===== config.mk =====
export PLATFORM = sky130hd
export DESIGN_NAME = command_dispatch
export DESIGN_NICKNAME = d
export VERILOG_FILES = /design/src/rtl/cpu_cmd_pkg.sv /design/src/rtl/command_dispatch.sv
export SDC_FILE = /design/constraint.sdc
export NUM_CORES = 1
export LEC_CHECK = 0
export ABC_CLOCK_PERIOD_IN_PS = 8600
export BUFFER_PORTS_ARGS = -buffer_cell sky130_fd_sc_hd__buf_4
export CAP_MARGIN = 20
export CORE_ASPECT_RATIO = 0.7
export CORE_UTILIZATION = 49
export CTS_BUF_LIST = sky130_fd_sc_hd__clkbuf_16
export DETAILED_ROUTE_END_ITERATION = 8
export PLACE_DENSITY_LB_ADDON = 0.15
export REMOVE_ABC_BUFFERS = 1
export SLEW_MARGIN = 20
export SYNTH_ARGS = -nofsm -noshare
export SYNTH_HDL_FRONTEND = slang
export SYNTH_SLANG_ARGS = --single-unit

===== constraint.sdc =====
create_clock -name clk -period 8.6 [get_ports clk]
set_clock_uncertainty 0.15 [all_clocks]
set_input_delay 0.86 -clock clk [delete_from_list [all_inputs] [get_ports clk]]
set_output_delay 0.86 -clock clk [all_outputs]
set_load 0.1 [all_outputs]

===== src/rtl/cpu_cmd_pkg.sv =====
// Command word layout, opcodes and dispatcher state encoding shared by the queue, decode and write stages.
package cpu_cmd_pkg;

    localparam int DATA_BITS = 14;
    localparam int ADDR_BITS = 12;
    localparam int OPC_BITS  = 4;
    localparam int CMD_W     = DATA_BITS + ADDR_BITS + OPC_BITS;

    localparam int OPC_LSB  = 0;
    localparam int ADDR_LSB = OPC_LSB + OPC_BITS;
    localparam int DATA_LSB = ADDR_LSB + ADDR_BITS;

    localparam logic [OPC_BITS-1:0] OPC_NOP   = 4'h0;
    localparam logic [OPC_BITS-1:0] OPC_STORE = 4'h1;
    localparam logic [OPC_BITS-1:0] OPC_LOAD  = 4'h2;
    localparam logic [OPC_BITS-1:0] OPC_ADDM  = 4'h3;
    localparam logic [OPC_BITS-1:0] OPC_CLR   = 4'h4;

    typedef enum logic [2:0] {
        S_IDLE   = 3'd0,
        S_FETCH  = 3'd1,
        S_LATCH  = 3'd2,
        S_EXEC   = 3'd3,
        S_MEM_WR = 3'd4,
        S_MEM_RD = 3'd5,
        S_RMW_RD = 3'd6,
        S_RMW_WR = 3'd7
    } state_t;

    typedef struct packed {
        logic [DATA_BITS-1:0] data;
        logic [ADDR_BITS-1:0] addr;
        logic [OPC_BITS-1:0]  opc;
    } cmd_t;

    function automatic cmd_t unpack_cmd(input logic [CMD_W-1:0] w);
        cmd_t c;
        c.opc  = w[OPC_LSB  +: OPC_BITS];
        c.addr = w[ADDR_LSB +: ADDR_BITS];
        c.data = w[DATA_LSB +: DATA_BITS];
        return c;
    endfunction

endpackage


===== src/rtl/command_dispatch.sv =====
// Pops commands from the DECODE->WRITE queue and executes them as req/ack memory transactions.
// Latency: pop 1 cycle after cmd_pause falls, STORE 4+N cycles; backpressure: mem_req held until mem_ack or timeout.
module command_dispatch
    import cpu_cmd_pkg::*;
#(
    parameter int DATA_W      = 30,
    parameter int ACK_TIMEOUT = 64,
    parameter int CNT_W       = 16
) (
    input  logic                 clk,
    input  logic                 reset,
    input  logic                 run,
    input  logic [DATA_W-1:0]    cmd_data,
    input  logic                 cmd_pause,
    output logic                 cmd_read,
    output logic                 mem_req,
    output logic                 mem_we,
    output logic [ADDR_BITS-1:0] mem_addr,
    output logic [DATA_BITS-1:0] mem_wdata,
    input  logic [DATA_BITS-1:0] mem_rdata,
    input  logic                 mem_ack,
    output logic                 res_valid,
    output logic [DATA_BITS-1:0] res_data,
    output logic                 busy,
    output logic [CNT_W-1:0]     cmd_count,
    output logic                 err_illegal,
    output logic                 err_timeout
);

    localparam int TMO_W = (ACK_TIMEOUT > 1) ? $clog2(ACK_TIMEOUT) : 1;

    state_t               state, state_nxt;
    cmd_t                 cmd_q, cmd_nxt;
    logic [TMO_W-1:0]     tmo_cnt, tmo_cnt_nxt;
    logic                 req_nxt, we_nxt, res_vld_nxt, ill_nxt, tmo_nxt;
    logic [ADDR_BITS-1:0] addr_nxt;
    logic [DATA_BITS-1:0] wdata_nxt, res_data_nxt;
    logic [CNT_W-1:0]     cnt_nxt;
    logic                 ack_take, tmo_hit;

    assign cmd_read = (state == S_FETCH);
    assign busy     = (state != S_IDLE);
    assign ack_take = mem_req && mem_ack;
    assign tmo_hit  = mem_req && !mem_ack && (tmo_cnt == TMO_W'(ACK_TIMEOUT - 1));

    always_comb begin
        state_nxt    = state;
        cmd_nxt      = cmd_q;
        req_nxt      = mem_req;
        we_nxt       = mem_we;
        addr_nxt     = mem_addr;
        wdata_nxt    = mem_wdata;
        res_data_nxt = res_data;
        res_vld_nxt  = 1'b0;
        cnt_nxt      = cmd_count;
        ill_nxt      = 1'b0;
        tmo_nxt      = 1'b0;
        tmo_cnt_nxt  = mem_req ? tmo_cnt + 1'b1 : tmo_cnt;

        case (state)
            S_IDLE:  if (run && !cmd_pause) state_nxt = S_FETCH;
            S_FETCH: state_nxt = S_LATCH;
            S_LATCH: begin
                cmd_nxt   = unpack_cmd(cmd_data);
                state_nxt = S_EXEC;
            end
            S_EXEC: begin
                state_nxt = S_IDLE;
                case (cmd_q.opc)
                    OPC_NOP:   cnt_nxt = cmd_count + 1'b1;
                    OPC_STORE, OPC_CLR: begin
                        req_nxt   = 1'b1;
                        we_nxt    = 1'b1;
                        addr_nxt  = cmd_q.addr;
                        wdata_nxt = (cmd_q.opc == OPC_CLR) ? '0 : cmd_q.data;
                        state_nxt = S_MEM_WR;
                    end
                    OPC_LOAD, OPC_ADDM: begin
                        req_nxt   = 1'b1;
                        we_nxt    = 1'b0;
                        addr_nxt  = cmd_q.addr;
                        state_nxt = (cmd_q.opc == OPC_LOAD) ? S_MEM_RD : S_RMW_RD;
                    end
                    default:   ill_nxt = 1'b1;
                endcase
            end
            S_MEM_WR, S_MEM_RD, S_RMW_RD, S_RMW_WR: begin
                // Only the RMW write phase enters with mem_req low: that cycle is the bus gap.
                if (!mem_req) begin
                    req_nxt = 1'b1;
                end else if (tmo_hit) begin
                    req_nxt   = 1'b0;
                    tmo_nxt   = 1'b1;
                    state_nxt = S_IDLE;
                end else if (ack_take) begin
                    req_nxt   = 1'b0;
                    state_nxt = S_IDLE;
                    if (state == S_RMW_RD) begin
                        we_nxt    = 1'b1;
                        wdata_nxt = mem_rdata + cmd_q.data;
                        state_nxt = S_RMW_WR;
                    end else begin
                        cnt_nxt = cmd_count + 1'b1;
                        if (state == S_MEM_RD) begin
                            res_data_nxt = mem_rdata;
                            res_vld_nxt  = 1'b1;
                        end
                    end
                end
            end
            default: state_nxt = S_IDLE;
        endcase

        if (req_nxt && !mem_req) tmo_cnt_nxt = '0;
    end

    always_ff @(posedge clk or posedge reset) begin
        if (reset) begin
            state       <= S_IDLE;
            cmd_q       <= '0;
            tmo_cnt     <= '0;
            mem_req     <= 1'b0;
            mem_we      <= 1'b0;
            mem_addr    <= '0;
            mem_wdata   <= '0;
            res_valid   <= 1'b0;
            res_data    <= '0;
            cmd_count   <= '0;
            err_illegal <= 1'b0;
            err_timeout <= 1'b0;
        end else begin
            state       <= state_nxt;
            cmd_q       <= cmd_nxt;
            tmo_cnt     <= tmo_cnt_nxt;
            mem_req     <= req_nxt;
            mem_we      <= we_nxt;
            mem_addr    <= addr_nxt;
            mem_wdata   <= wdata_nxt;
            res_valid   <= res_vld_nxt;
            res_data    <= res_data_nxt;
            cmd_count   <= cnt_nxt;
            err_illegal <= ill_nxt;
            err_timeout <= tmo_nxt;
        end
    end

endmodule


==> impl_metrics.yaml <==
place:
  place_area_um2: 5690
  dp_cells: 646
  port_buffers: 111
  detailedPlace.worstSlack_ns: 5.36
  dp_hpwl_mm: 7.54
  place.gp.congestion: 0.780
global_routing:
  grt_max_degree: 73
  grtUsageTotal: 0.225
  grt_pass1_wl_mm: 17.4
  grt_antenna_before_repair: 0
  grt_pass1_vias: 3396
  grt_overflow: 0
cts:
  cts_tree: "done"
  cts_made_buffers: 9
  cts_buffer_depth: 2
  worstSkewPairLatency_ns: 0.35
  root_buffer: "clkbuf_16"
  clk_pin_slew_worst_paths_ns: 0.06
  ctsResizeCount: 0
  cts_max_level: 3
  cts.sinks: 100
  cts_setup_buffers: 0
  holdBufCountCts: 0
sta:
  tns_ns: 0
  fmax_mhz: 342
  max_slew_margin: 0.401
  rsz0062_at_grt: "false"
  fin_ws_ns: 5.68
  finalCritPeriodShare: 0.340
  setup_violations: 0
  slew_viol_final: 0
  final_hold_viol_count: 0
  tightest_slew_ns: 0.898
  period_needed_ns: 2.92
synthesis:
  synth_area_um2: 4700
  yosysUniqueCellTypes: 49
  yosysWarningCount: 0
  yosysSeqAreaShare: 0.532
  ys.flop_type: "dfrtp_1"
  syn_inst: 417
  synth-edff-count: 0
  synthArstFlopShare: 1.00
  syn_area_per_cell_um2: 11.3
  ys_ff_latch: 100
finish:
  fin_area_um2: 6010
  fin_nets: 598
  fin_cells: 662
  layout_commonest_cell: "buf_4"
  diodes: 0
  final_cell_mix: "buf_4, dfrtp_1, nand2_1, mux2_2"
  area_growth_pct: 27.8
  drive_above_1_share: 0.351
  num-fill-cells: 741
detailed_routing:
  drt_pass1_iterations: 4
  num_vias: 3555
  ant_nets: 0
  vias_per_cell: 5.37
  wl_mm: 10.5
  routedWlPerCell_um: 15.9
  drc: 0
  drt-initial-drc-count: 215
critical_path:
  end_kind: "register"
  cp.arrival_ns: 2.98
  slowest_delay_ns: 0.43
  path_cells: "buf_4, ha_1, fa_1, a211oi_1, o21bai_1, o311a_1, a31oi_1, xnor2_1, a22oi_1, a21oi_1"
  cp_max_fo: 3
  required_ns: 8.66
  path_class: "in2reg"
  crit_slowest_cell: "fa_1"
  cp-start-kind: "input port"
hold_path:
  hp-class: "reg2reg"
die:
  core_area_um2: 9180
  die_area_um2: 10000
  initial_core_util: 0.512
  die_x_um: 119
  fp.dieH_um: 84.0
  io_pins: 112
  rows: 29
flow_run:
  max_cap_viol_count: 0
status:
  outcome: "completed"
==> Yosys cell counts (all sizes together), types with 2 or more instances <==
cell / number / share of area
o211ai: 2 / 0.0032
clkbuf: 5 / 0.0040
nand4: 9 / 0.013
a21o: 6 / 0.0096
nand2: 54 / 0.043
nor3: 3 / 0.0032
a22oi: 9 / 0.014
nor2: 24 / 0.019
nor2b: 5 / 0.0067
dfrtp: 100 / 0.53
ha: 15 / 0.040
mux2: 45 / 0.11
nand2b: 2 / 0.0027
and2: 2 / 0.0027
a31oi: 4 / 0.0053
nor3b: 2 / 0.0043
a32oi: 2 / 0.0037
and3: 4 / 0.0053
a21oi: 22 / 0.023
and4: 2 / 0.0037
o31ai: 2 / 0.0043
xor2: 5 / 0.0093
buf: 8 / 0.010
nand3: 13 / 0.016
inv: 10 / 0.0080
xnor2: 23 / 0.043
a211oi: 3 / 0.0048
a22o: 2 / 0.0037
a311o: 2 / 0.0043
o21ai: 17 / 0.018
or3: 3 / 0.0040
==> per-layer routing <==
layer	GRT usage	wire, um	vias up
met1	0.319	5130	1750
met4	0.0679	117	0
met2	0.327	4620	86
li1	-	-	1711
met5	0	0	-
met3	0.0738	628	8
==> logic make-up after synthesis <==
logic type / synth area share
adder cells (fa/ha/maj): 0.0442
AO/OA/AOI/OAI: 0.107
AND/OR/NAND/NOR: 0.133
multiplexers: 0.110
flip-flops: 0.532
XOR/XNOR: 0.0521
buffers and inverters: 0.0223
==> cell type report <==
| class | count | area (um^2) | share of cell area |
|---|---|---|---|
| flip-flops and latches | 100 | 2500 | 0.416 |
| multi-input cells | 294 | 2100 | 0.350 |
| inverters | 10 | 40.0 | 0.00666 |
| well taps | 124 | 155 | 0.0258 |
| clock buffers | 9 | 225 | 0.0375 |
| clock inverters | 7 | 98.8 | 0.0164 |
| repair buffers | 118 | 886 | 0.147 |
==> flip-flops by register name (all words and copies together), names as in the netlist <==
name	cells
state	3
res_valid	1
mem_addr	12
tmo_cnt	6
mem_wdata	14
err_illegal	1
res_data	14
mem_req	1
cmd_q	30
mem_we	1
cmd_count	16
err_timeout	1
==> final timing paths <==
| kind | to | slack [ns] | cells past startpoint | from |
|---|---|---|---|---|
| min in group asynchronous | mem_addr[10] | 0.34 | 2 | reset |
| max in group asynchronous | res_data[12] | 6.73 | 3 | reset |
| max reg2reg | mem_wdata[11] | 5.89 | 8 | state[2] |
| min reg2reg | mem_addr[9] | 0.32 | 2 | cmd_q[13] |
| min | mem_addr[9] | 0.32 | 2 | cmd_q[13] |
| max | mem_wdata[10] | 5.68 | 10 | mem_rdata[0] |
==> critical path, delay by kind of cell <==
family	cells	cell delay (ns)
AO/OA/AOI/OAI	6	1.27
adder cells (fa/ha/maj)	2	0.66
XOR/XNOR	1	0.08
buffers and inverters	1	0.12
==> through the flow <==
step / utilization / hold WS [ns]
6_report: 0.655 / 0.318
3_5_place_dp: 0.619 / 0.302
5_1_grt: 0.655 / 0.326
2_1_floorplan: - / 0.285
4_1_cts: 0.655 / 0.320
3_3_place_gp: 0.619 / 0.293
Power is left out: the tool's default activity adds up to more than one toggle a clock period on the data nets, which glitch-free logic cannot reach.
